## src/rtl/ram_bist.sv

```systemverilog
`default_nettype none
// ============================================================================
// Module   : ram_bist
// Purpose  : Single-port RAM with built-in pattern write / read-back / compare
//            self-test sequencer reporting pass, error count, first bad address.
// Revision : 1.0 - initial release
// ============================================================================
module ram_bist #(
    parameter int DATA_W = 8,
    parameter int ADDR_W = 5
) (
    input  logic              clka,
    input  logic              rst,
    input  logic              start,
    input  logic [1:0]        mode,
    input  logic              inject,
    output logic              busy,
    output logic              done,
    output logic              pass,
    output logic [ADDR_W:0]   err_cnt,
    output logic [ADDR_W-1:0] first_err_addr
);

    localparam int              C_DEPTH    = 2**ADDR_W;
    localparam logic [ADDR_W-1:0] C_ADDR_MAX = '1;

    typedef enum logic [1:0] {
        S_IDLE  = 2'd0,
        S_WRITE = 2'd1,
        S_READ  = 2'd2,
        S_LAST  = 2'd3
    } state_t;

    state_t              r_state;
    state_t              w_state_nxt;
    logic [ADDR_W-1:0]   r_addr;
    logic [1:0]          r_mode;
    logic                r_inject;
    logic                w_ena;
    logic                w_wea;
    logic [DATA_W-1:0]   w_dina;
    logic [DATA_W-1:0]   r_douta;
    logic                w_cmp_vld;
    logic [ADDR_W-1:0]   w_cmp_addr;
    logic                w_mismatch;
    logic [DATA_W-1:0]   r_mem [C_DEPTH];

    function automatic logic [DATA_W-1:0] pattern(input logic [1:0] m,
                                                  input logic [ADDR_W-1:0] a);
        logic [DATA_W+ADDR_W-1:0] ext;
        logic [DATA_W-1:0]        chk;
        ext = {{DATA_W{1'b0}}, a};
        for (int i = 0; i < DATA_W; i++) begin
            chk[i] = ~i[0];
        end
        case (m)
            2'd0:    pattern = ext[DATA_W-1:0];
            2'd1:    pattern = ~ext[DATA_W-1:0];
            2'd2:    pattern = a[0] ? ~chk : chk;
            default: pattern = '1;
        endcase
    endfunction

    always_ff @(posedge clka or negedge rst) begin
        if (!rst) begin
            r_state <= S_IDLE;
        end else begin
            r_state <= w_state_nxt;
        end
    end

    // The read issued in the previous cycle always belongs to r_addr-1;
    // in LAST the counter has wrapped to 0 so this yields DEPTH-1.
    always_comb begin
        w_state_nxt = r_state;
        w_ena       = 1'b0;
        w_wea       = 1'b0;
        w_dina      = '0;
        w_cmp_vld   = 1'b0;
        w_cmp_addr  = r_addr - ADDR_W'(1);
        case (r_state)
            S_IDLE: begin
                if (start) begin
                    w_state_nxt = S_WRITE;
                end
            end
            S_WRITE: begin
                w_ena  = 1'b1;
                w_wea  = 1'b1;
                w_dina = pattern(r_mode, r_addr) ^
                         {{(DATA_W-1){1'b0}}, (r_inject && (r_addr == '0))};
                if (r_addr == C_ADDR_MAX) begin
                    w_state_nxt = S_READ;
                end
            end
            S_READ: begin
                w_ena     = 1'b1;
                w_cmp_vld = (r_addr != '0);
                if (r_addr == C_ADDR_MAX) begin
                    w_state_nxt = S_LAST;
                end
            end
            default: begin
                w_cmp_vld   = 1'b1;
                w_state_nxt = S_IDLE;
            end
        endcase
    end

    assign w_mismatch = w_cmp_vld && (r_douta != pattern(r_mode, w_cmp_addr));
    assign busy       = (r_state != S_IDLE);

    always_ff @(posedge clka or negedge rst) begin
        if (!rst) begin
            r_addr         <= '0;
            r_mode         <= 2'd0;
            r_inject       <= 1'b0;
            done           <= 1'b0;
            pass           <= 1'b0;
            err_cnt        <= '0;
            first_err_addr <= '0;
        end else begin
            done <= (r_state == S_LAST);
            if (w_mismatch) begin
                err_cnt <= err_cnt + (ADDR_W+1)'(1);
                if (err_cnt == '0) begin
                    first_err_addr <= w_cmp_addr;
                end
            end
            case (r_state)
                S_IDLE: begin
                    if (start) begin
                        r_mode         <= mode;
                        r_inject       <= inject;
                        r_addr         <= '0;
                        pass           <= 1'b0;
                        err_cnt        <= '0;
                        first_err_addr <= '0;
                    end
                end
                S_WRITE, S_READ: begin
                    r_addr <= r_addr + ADDR_W'(1);
                end
                default: begin
                    pass <= (err_cnt == '0) && !w_mismatch;
                end
            endcase
        end
    end

    // Inferred single-port RAM; contents intentionally survive reset.
    always_ff @(posedge clka) begin
        if (w_ena) begin
            if (w_wea) begin
                r_mem[r_addr] <= w_dina;
            end else begin
                r_douta <= r_mem[r_addr];
            end
        end
    end

endmodule
`default_nettype wire

```

## config.mk

```make
export PLATFORM = sky130hd
export DESIGN_NAME = ram_bist
export DESIGN_NICKNAME = d
export VERILOG_FILES = /design/src/rtl/ram_bist.sv
export SDC_FILE = /design/constraint.sdc
export NUM_CORES = 1
export LEC_CHECK = 0
export ABC_AREA = 1
export BUFFER_PORTS_ARGS = -buffer_cell sky130_fd_sc_hd__buf_4
export CELL_PAD_IN_SITES_DETAIL_PLACEMENT = 1
export CELL_PAD_IN_SITES_GLOBAL_PLACEMENT = 2
export CORE_MARGIN = 3
export CORE_UTILIZATION = 49
export CTS_BUF_LIST = sky130_fd_sc_hd__clkbuf_8
export CTS_CLUSTER_DIAMETER = 200
export DETAILED_ROUTE_END_ITERATION = 10
export PLACE_DENSITY = 0.94
export SLEW_MARGIN = 10
export SYNTH_ARGS = -nofsm -noshare
export SYNTH_HDL_FRONTEND = slang
export SYNTH_SLANG_ARGS = --single-unit
```

## constraint.sdc

```tcl
create_clock -name clka -period 14.1 [get_ports clka]
set_clock_uncertainty 0.15 [all_clocks]
set_input_delay 1.41 -clock clka [delete_from_list [all_inputs] [get_ports clka]]
set_output_delay 1.41 -clock clka [all_outputs]
set_load 0.05 [all_outputs]
```

==> results.toml, run 1 <==
[clock_tree]
clock-sinks = 254
cts_buffer_depth = 3
post-cts-setup-buffers = 0
insertion_delay_ns = 0.55
htree_levels = 2
cts_resized = 0
postCtsHoldBufs = 0
numCtsBuffers = 42
cts_root_buf = "clkbuf_8"
cts_tree = "built"
clkSlewWorstSetupHoldPaths_ns = 0.06

[power]
swShare_pct = 20.9
p_leak_nw = 4.59
p_clk_share_pct = 41.3
peakVddDrop_uv = 80.6
p_per_area_nw_per_um2 = 116
internal_power_mw = 1.09
combPwrFrac_pct = 0.2
seqPwrFrac_pct = 58.5
switchingPower_uw = 290

[grt]
grt_pass1_wl_microns = 44000
antenna_found_initial = 0
gr-usage-met2_pct = 38.2
grt_pass1_vias = 7648
use_met1_pct = 33.0
grt_use_total_pct = 23.8
grtUsageMet3_pct = 4.00
grt_max_degree = 126
grt-busiest-layer = "met2"
gr-total-overflow = 0

[floorplan]
core_sq_um = 21400
initial_core_util_pct = 50.6
floorplan.die_area_sq_um = 23900
row_count = 53
ioPinCount = 20
die_width_microns = 155
die_h_microns = 155

[logic_synthesis]
syn_avg_cell_area_sq_um = 11.8
netlist-cell-type-count = 38
synth_common_cells = "edfxtp_1, nor2_1, o21ai_0"
ys_warn_count = 0
synth_top_area_cell = "edfxtp_1"
yosysMostFrequentCell = "edfxtp_1"
synth_ff_type = "edfxtp_1"
synthesis.area_sq_um = 10800
synth_nets = 933
ys_seq_area_share_pct = 69.5
ys_ff_latch = 254
synth_cells = 914
async_reset_ff_share_pct = 9.06
netlist.area_leader.share_pct = 64.1
synth_edf_count = 231
synthTopCellsByArea = "edfxtp_1, nor2_1, o21ai_0, dfrtp_1, o22ai_1"

[status]
status = "completed"

[detailed_routing]
wire_per_inst_microns = 22.4
drc = 0
drt_iter0_drc = 584
first_pass_iters = 5
vias_per_cell = 5.82
ant_nets = 0
drt_wl_total_microns = 28100
vias = 7286

[setup_path]
critPathTopFamily = "buffers and inverters"
slowest_delay_ns = 0.54
worstPathCellList = "buf_4 > inv_1 > buf_4 > o21ai_0 > o22ai_1 > a22o_1 > a221oi_1 > nand2_1"
cpMaxStageDelayCell = "inv_1"
crit_required_ns = 14.23
path_class = "reg2reg"
end_kind = "register"
crit_top_cell = "buf_4"
crit_arrival_ns = 3.48
crit_buf_inv = 3
startpoint_type = "register"
critPathMaxFanout = 61

[timing]
fmax_ghz = 0.299
slew_viol_final = 0
fin_hold_ws_ns = 0.342
tightest_slew_ns = 1.06
setup_tns_ns = 0
hold_violations = 0
min_period_over_period_pct = 23.7
relSlewSlack_pct = 28.7
finalSetupViolCount = 0
rsz0062_at_grt = "no"
period_needed_ns = 3.35

[final_layout]
nets = 964
drive_gt1_share_pct = 11.7
final_cells = 1252
antennaDiodeCount = 0
syn_to_final_growth_pct = 10.2
finish.utilization_pct = 55.8
design_area_sq_um = 11900

[job]
cap_violations = 0

[placed_design]
post-place-cells = 1176
place_congestion = 0.806
io_buffer_count = 19
place_hpwl_microns = 17300
postPlaceCellArea_sq_um = 11200

[hold_path]
hold_path_class = "reg2reg"
worst min-delay path, cell delays in order, from the launching register on:
cell	delay [ns]
dfrtp_1	0.35
nand2_1	0.05
nand2_1	0.06
kinds of logic (layout without fill, tap and decap cells):
| kind of cell | count (synthesis) | in the layout | synth area share, % |
|---|---|---|---|
| flip-flops | 254 | 254 | 69.5 |
| XOR/XNOR | 3 | 3 | 0.312 |
| AO/OA/AOI/OAI | 217 | 217 | 11.7 |
| adder cells (fa/ha/maj) | 13 | 13 | 1.50 |
| AND/OR/NAND/NOR | 327 | 327 | 12.8 |
| buffers and inverters | 100 | 163 | 4.17 |
sequential cells by signal, summed over array words and instances, names as in the netlist, 2 cells and up:
signal,count
r_mem,224
r_douta,7
err_cnt,6
first_err_addr,5
r_addr,5
r_mode,2
r_state,2
cells in the final DEF, fill, tap and decap left out, types with 2 or more instances in the layout:
cell type,count
a21oi_1,6
a21oi_2,3
a221oi_1,14
a22o_1,6
buf_4,32
clkbuf_8,43
clkinv_1,13
clkinv_2,3
dfrtp_1,22
edfxtp_1,231
ha_1,13
inv_1,66
inv_2,2
inv_6,2
nand2_1,91
nand2_2,5
nand3_1,19
nand3_2,2
nand3_4,2
nand4_1,7
nor2_1,179
nor2_2,7
nor2_4,4
nor3_1,9
o21ai_0,120
o21ai_1,4
o22ai_1,57
o31ai_1,2
xor2_1,2
path summary, 6_finish.rpt:
path                                  startpoint                    end  slack [ns]  cells past startpoint
min in group asynchronous                    rst   err_cnt[3]$_DFF_PN0_        0.61                      1
min reg2reg                 r_inject$_DFFE_PN0P_   r_inject$_DFFE_PN0P_        0.34                      2
max in group asynchronous                    rst  r_addr[0]$_DFFE_PN0P_       12.92                      1
max                        r_addr[1]$_DFFE_PN0P_   r_douta[1]$_DFFE_PP_       10.75                      8
max reg2reg                r_addr[1]$_DFFE_PN0P_   r_douta[1]$_DFFE_PP_       10.75                      8
min                         r_inject$_DFFE_PN0P_   r_inject$_DFFE_PN0P_        0.34                      2
power by group through the flow:
stage / registers (mW) / logic [mW] / clock network (mW)
global route: 0.809 / 0.00300 / 0.621
floorplan: 0.825 / 0.0000840 / 0
finish: 0.810 / 0.00257 / 0.573
CTS: 0.810 / 0.00268 / 0.584
global placement: 0.825 / 0.00270 / 0
detailed placement: 0.825 / 0.00269 / 0
final cells by class:
cell class,count,area [sq um]
inverters,55,216
well taps,275,344
fillers,2250,9430
multi-input cells,560,2870
flip-flops and latches,254,7520
clock buffers,43,592
repair buffers,32,240
clock inverters,33,138
metal layers:
layer / up-vias / share of wire, %
met5: - / 0
met4: 0 / 3.5
met3: 76 / 5.7
met2: 231 / 47
met1: 3625 / 44
li1: 3354 / -
stage by stage:
stage	setup WS (ns)	power, mW
after floorplan	9.29	0.826
final	10.75	1.39
after CTS	10.71	1.40
after global routing	10.49	1.43
after global placement	10.79	0.828
after detailed placement	10.72	0.828
No activity file was read; power rests on OpenSTA's default activity.
==> inputs of run 2 (changes only) <==
--- a/config.mk
+++ b/config.mk
@@ -5,16 +5,16 @@
 export SDC_FILE = /design/constraint.sdc
 export NUM_CORES = 1
 export LEC_CHECK = 0
-export ABC_AREA = 1
+export ABC_AREA = 0
 export BUFFER_PORTS_ARGS = -buffer_cell sky130_fd_sc_hd__buf_4
 export CELL_PAD_IN_SITES_DETAIL_PLACEMENT = 1
 export CELL_PAD_IN_SITES_GLOBAL_PLACEMENT = 2
 export CORE_MARGIN = 3
-export CORE_UTILIZATION = 49
+export CORE_UTILIZATION = 50
 export CTS_BUF_LIST = sky130_fd_sc_hd__clkbuf_8
 export CTS_CLUSTER_DIAMETER = 200
 export DETAILED_ROUTE_END_ITERATION = 10
-export PLACE_DENSITY = 0.94
+export PLACE_DENSITY = 0.88
 export SLEW_MARGIN = 10
 export SYNTH_ARGS = -nofsm -noshare
 export SYNTH_HDL_FRONTEND = slang
==> constraint.sdc (replaced) <==
create_clock -name clka -period 3.3 [get_ports clka]
set_clock_uncertainty 0.15 [all_clocks]
set_input_delay 0.33 -clock clka [delete_from_list [all_inputs] [get_ports clka]]
set_output_delay 0.33 -clock clka [all_outputs]
set_load 0.05 [all_outputs]
==> run 2 against run 1 <==
  * First-iteration DRC count shrank 30%
  * Highest routed layer unchanged
  * Die area shrank 3.3%
  * Final area grew 2.6%
  * Clock-buffer cell count shrank 1
==> results.toml, run 2 <==
[logic_synthesis]
synth_edf_count = 231
netlist-cell-type-count = 59
synth_top_area_cell = "edfxtp_1"
synthTopCellsByArea = "edfxtp_1, mux4_2, dfrtp_1, nor2_1, ha_1"
synth_nets = 640
netlist.area_leader.share_pct = 65.1
synthesis.area_sq_um = 10700
async_reset_ff_share_pct = 9.06
ys_ff_latch = 254
synth_common_cells = "edfxtp_1, mux4_2, nor2_1"
ys_seq_area_share_pct = 70.5
syn_avg_cell_area_sq_um = 17.2
synth_ff_type = "edfxtp_1"
synth_cells = 621
ys_warn_count = 0
yosysMostFrequentCell = "edfxtp_1"

[setup_path]
end_kind = "register"
crit_buf_inv = 1
slowest_delay_ns = 0.55
crit_required_ns = 3.62
critPathMaxFanout = 11
crit_arrival_ns = 3.24
crit_top_cell = "mux2i_1"
critPathTopFamily = "compound AO/OA/AOI/OAI gates"
startpoint_type = "register"
path_class = "reg2reg"
cpMaxStageDelayCell = "dfrtp_4"
worstPathCellList = "inv_1 > ha_1 > nor3b_2 > xnor3_1 > mux2i_1 > a211o_2 > o21a_1 > nand4_1 > mux2i_1"

[power]
switchingPower_mw = 3.67
p_clk_share_pct = 25.1
p_total_mw = 10.4
peakVddDrop_uv = 513
p_leak_nw = 4.21
seqPwrFrac_pct = 41.8
combPwrFrac_pct = 33.0
p_per_area_nw_per_um2 = 852
swShare_pct = 35.2
internal_power_mw = 6.75

[timing]
fmax_ghz = 0.342
setup_tns_ns = 0
min_period_over_period_pct = 88.5
hold_violations = 0
relSlewSlack_pct = 47.8
tightest_slew_ns = 0.780
setup_ws_ns = 0.379
rsz0062_at_grt = "no"
slew_viol_final = 0
period_needed_ns = 2.92
finalSetupViolCount = 0
fin_hold_ws_ns = 0.0667

[floorplan]
die_width_microns = 152
initial_core_util_pct = 51.8
row_count = 52
floorplan.die_area_sq_um = 23100
ioPinCount = 20
die_h_microns = 152
core_sq_um = 20600

[final_layout]
final_common_cell = "edfxtp_1"
largest_reg_flops = 224
multi_input_area_sq_um = 2960
finish.utilization_pct = 59.5
ff_latch_area_sq_um = 7520
largestRegisters = "r_mem x224, r_douta x7, err_cnt x6"
antennaDiodeCount = 0
drive_gt1_share_pct = 26.0
mostFrequentLayoutCells = "edfxtp_1, buf_4, mux4_2"
n_fill_cell = 1867
syn_to_final_growth_pct = 14.8
nets = 721
largest_register = "r_mem"

[detailed_routing]
ant_nets = 0
vias = 6030
vias_per_cell = 6.01
drt_iter0_drc = 411
wire_per_inst_microns = 25.7
first_pass_iters = 5
drt_wl_total_microns = 25800
drc = 0

[grt]
grt_use_total_pct = 22.9
antenna_found_initial = 0
grt_pass1_wl_microns = 40800
grt_pass1_vias = 6632
gr-total-overflow = 0
grt_max_degree = 40

[placed_design]
io_buffer_count = 19
place_hpwl_microns = 16400
place_congestion = 0.872
pre_cts_slack_ns = 0.410

[clock_tree]
htree_levels = 2
cts_resized = 0
cts_buffer_depth = 3
numCtsBuffers = 42
cts_tree = "built"
insertion_delay_ns = 0.55
clkSlewWorstSetupHoldPaths_ns = 0.06
clock-sinks = 254
cts_root_buf = "clkbuf_8"

[hold_path]
hold_path_class = "in2async"

[status]
status = "completed"

[job]
cap_violations = 0
run 2: final cells by class:
type / instances / share of cell area [%]
clock inverters: 34 / 1.73
flip-flops and latches: 254 / 61.4
clock buffers: 42 / 4.72
inverters: 21 / 0.644
well taps: 270 / 2.76
repair buffers: 70 / 4.48
multi-input cells: 313 / 24.2
run 2: worst reg2reg max path, cell delays in order, from the launching register on:
cell and delay (ns):
dfrtp_4 0.55, inv_1 0.16, ha_1 0.24, nor3b_2 0.26, xnor3_1 0.28, mux2i_1 0.14, a211o_2 0.35, o21a_1 0.31
nand4_1 0.18, mux2i_1 0.22
run 2: final timing paths:
kind,end,cells past startpoint,slack (ns),start
worst max-delay path,err_cnt[3]$_DFF_PN0_,9,0.38,r_addr[0]$_DFFE_PN0P_
worst min-delay path,done$_DFF_PN0_,2,0.07,rst
worst max register to register,err_cnt[3]$_DFF_PN0_,9,0.38,r_addr[0]$_DFFE_PN0P_
worst min register to register,r_inject$_DFFE_PN0P_,2,0.37,r_inject$_DFFE_PN0P_
max in group asynchronous,r_addr[0]$_DFFE_PN0P_,2,2.66,rst
min in group clka,pass$_DFFE_PN0P_,4,0.07,start
run 2: repair_timing:
| action | CTS | global route |
|---|---|---|
| buffers inserted | 0 | 0 |
| endpoints found under the setup margin | 0 | 0 |
| hold buffers | 4 | 0 |
| endpoints found under the hold margin | 26 | 0 |
run 2: metal layers:
metal | global-route usage [%] | vias up | wire [microns]
li1 | - | 2639 | -
met1 | 31.1 | 3131 | 10600
met2 | 38.1 | 211 | 13200
met3 | 4.32 | 49 | 1470
met4 | 7.06 | 0 | 598
met5 | 0 | - | 0
run 2: logic make-up (layout without fill, tap and decap cells):
logic type      count (synthesis)  after routing  share of synthesized area (%)
xor+xnor                       11             11                           1.03
mux                            60             60                           12.2
simple gates                  143            143                           6.38
flops                         254            254                           70.5
fa+ha+maj                      13             13                           1.53
compound gates                 86             86                           5.99
buf+inv                        54            167                           2.33
run 2: through the flow:
| stage | instances | cell area, sq um |
|---|---|---|
| final | 1004 | 12200 |
| after global routing | 1004 | 12200 |
| after CTS | 1004 | 12200 |
| after detailed placement | 924 | 11400 |
| after global placement | 924 | 11400 |
| after floorplan | 621 | 10700 |
run 2: power by group through the flow:
stage | combinational, mW | clock [mW] | sequential [mW]
after floorplan | 2.28 | 0 | 4.48
after global placement | 3.29 | 0 | 4.39
after detailed placement | 3.47 | 0 | 4.42
after CTS | 3.50 | 2.68 | 4.36
after global routing | 3.78 | 2.82 | 4.40
final | 3.44 | 2.62 | 4.36
==> inputs of run 3 (changes only) <==
--- a/config.mk
+++ b/config.mk
@@ -9,12 +9,13 @@
 export BUFFER_PORTS_ARGS = -buffer_cell sky130_fd_sc_hd__buf_4
 export CELL_PAD_IN_SITES_DETAIL_PLACEMENT = 1
 export CELL_PAD_IN_SITES_GLOBAL_PLACEMENT = 2
-export CORE_MARGIN = 3
+export CORE_MARGIN = 8
 export CORE_UTILIZATION = 50
 export CTS_BUF_LIST = sky130_fd_sc_hd__clkbuf_8
 export CTS_CLUSTER_DIAMETER = 200
 export DETAILED_ROUTE_END_ITERATION = 10
 export PLACE_DENSITY = 0.88
+export RECOVER_POWER = 50
 export SLEW_MARGIN = 10
 export SYNTH_ARGS = -nofsm -noshare
 export SYNTH_HDL_FRONTEND = slang
==> run 3 against run 2 <==
  * Largest cell class unchanged
  * Routed wire length fell by 2.1%
  * Non-clock buffer count rose by 3
  * Sequential power barely moved
  * Clock-buffer cell count rose by 3
  * Via count barely moved
  * Die area rose by 14%
  * Critical path depth fell by 4
  * Setup slack got worse by 0.085 ns
  * Power fell by 1.2%
  * Maximum frequency fell by 2.8%
==> results.toml, run 3 (synthesized netlist as in run 2, its figures left out) <==
[grt]
antenna_found_initial = 0
gr-total-overflow = 0
grt_pass1_wl_microns = 38700
grt_pass1_vias = 6422
grt_max_degree = 64
grt_use_total_pct = 19.7

[setup_path]
crit_buf_inv = 2
critPathTopFamily = "buffers and inverters"
startpoint_type = "register"
path_class = "reg2reg"
cpMaxStageDelayCell = "clkbuf_4"
crit_arrival_ns = 3.02
end_kind = "register"
critPathMaxFanout = 63
crit_required_ns = 3.32
worstPathCellList = "clkbuf_4 > ha_1 > nand2_1 > nor2_1 > clkbuf_1"
slowest_delay_ns = 0.73

[clock_tree]
cts_root_buf = "clkbuf_8"
cts_buffer_depth = 3
cts_resized = 0
insertion_delay_ns = 0.53
cts_tree = "built"
clkSlewWorstSetupHoldPaths_ns = 0.06
htree_levels = 2
numCtsBuffers = 41
postCtsHoldBufs = 4
post-cts-setup-buffers = 0
clock-sinks = 254

[placed_design]
place_congestion = 0.828
pre_cts_slack_ns = 0.365
place_hpwl_microns = 16500
io_buffer_count = 19
postPlaceCellArea_sq_um = 11400

[floorplan]
ioPinCount = 20
row_count = 53
core_sq_um = 21000
die_h_microns = 162
floorplan.die_area_sq_um = 26200
die_width_microns = 162
initial_core_util_pct = 50.8

[detailed_routing]
wire_per_inst_microns = 25.0
vias = 6036
drt_wl_total_microns = 25300
drc = 0
ant_nets = 0
first_pass_iters = 5
drt_iter0_drc = 373
vias_per_cell = 5.97

[final_layout]
final_common_cell = "edfxtp_1"
mostFrequentLayoutCells = "edfxtp_1, mux4_2, nor2_1"
drive_gt1_share_pct = 20.8
largestRegisters = "r_mem x224, r_douta x7, err_cnt x6"
n_fill_cell = 1943
largest_reg_flops = 224
design_area_sq_um = 12100
largest_register = "r_mem"
syn_to_final_growth_pct = 13.6
antennaDiodeCount = 0
nets = 723

[power]
p_per_area_nw_per_um2 = 852
peakVddDrop_uv = 428
p_leak_nw = 4.06

[hold_path]
hold_path_class = "in2reg"

[timing]
setup_tns_ns = 0
setup_ws_ns = 0.294
min_period_over_period_pct = 91.1
relSlewSlack_pct = 0.378
slew_viol_final = 0
fin_hold_ws_ns = 0.0787
rsz0062_at_grt = "no"
finalSetupViolCount = 0
hold_violations = 0
tightest_slew_ns = 1.49
period_needed_ns = 3.01
fmax_ghz = 0.333

[job]
cap_violations = 0

[status]
status = "completed"
[run 3: cell types whose count changed in the layout (fill, tap and decap cells not counted), sizes merged]
cell and change:
clkbuf +43, clkinv -3, buf -37, bufinv -1
[run 3: power breakdown]
| group | leakage (nW) | switching, mW | internal (mW) |
|---|---|---|---|
| combinational | 1.19 | 2.16 | 1.23 |
| clock | 0.438 | 1.20 | 1.34 |
| sequential | 2.43 | 0.264 | 4.11 |
| total | 4.06 | 3.63 | 6.67 |
[run 3: final timing paths]
check	startpoint	endpoint	slack, ns	cells past startpoint
worst min register to register	r_inject$_DFFE_PN0P_	r_inject$_DFFE_PN0P_	0.36	2
max in group asynchronous	rst	r_addr[0]$_DFFE_PN0P_	1.59	2
worst min-delay path	start	pass$_DFFE_PN0P_	0.08	4
worst max-delay path	r_addr[1]$_DFFE_PN0P_	r_mem[11][1]$_DFFE_PP_	0.29	5
worst max register to register	r_addr[1]$_DFFE_PN0P_	r_mem[11][1]$_DFFE_PP_	0.29	5
min in group asynchronous	rst	pass$_DFFE_PN0P_	0.47	2
[run 3: cell type report]
class	instances	area [sq um]	share of cell area (%)
inverter	21	78.8	0.652
multi-input combinational	313	2960	24.5
tap	275	344	2.84
clock inverter	30	153	1.26
sequential	254	7520	62.1
clock buffer	45	619	5.12
timing repair buffer	73	424	3.51
[run 3: metrics by stage]
stage	cells	power [mW]	utilization, %
CTS	1011	10.5	58.5
floorplan	621	6.76	-
global placement	932	7.71	54.6
global route	1011	10.8	57.7
detailed placement	932	7.92	54.6
finish	1011	10.3	57.7
[run 3: per-layer routing]
metal	GRT usage (%)	part of all wire (%)	vias to the layer above
met5	0	0	-
met4	7.37	2.5	0
met3	3.57	5.0	53
met2	32.9	51	180
met1	25.3	41	3154
li1	-	-	2649
[run 3: worst min-delay path, delay by kind of cell]
family | cells | cell delay [ns]
simple gates | 1 | 0.11
buf+inv | 1 | 0.12
compound gates | 2 | 0.17
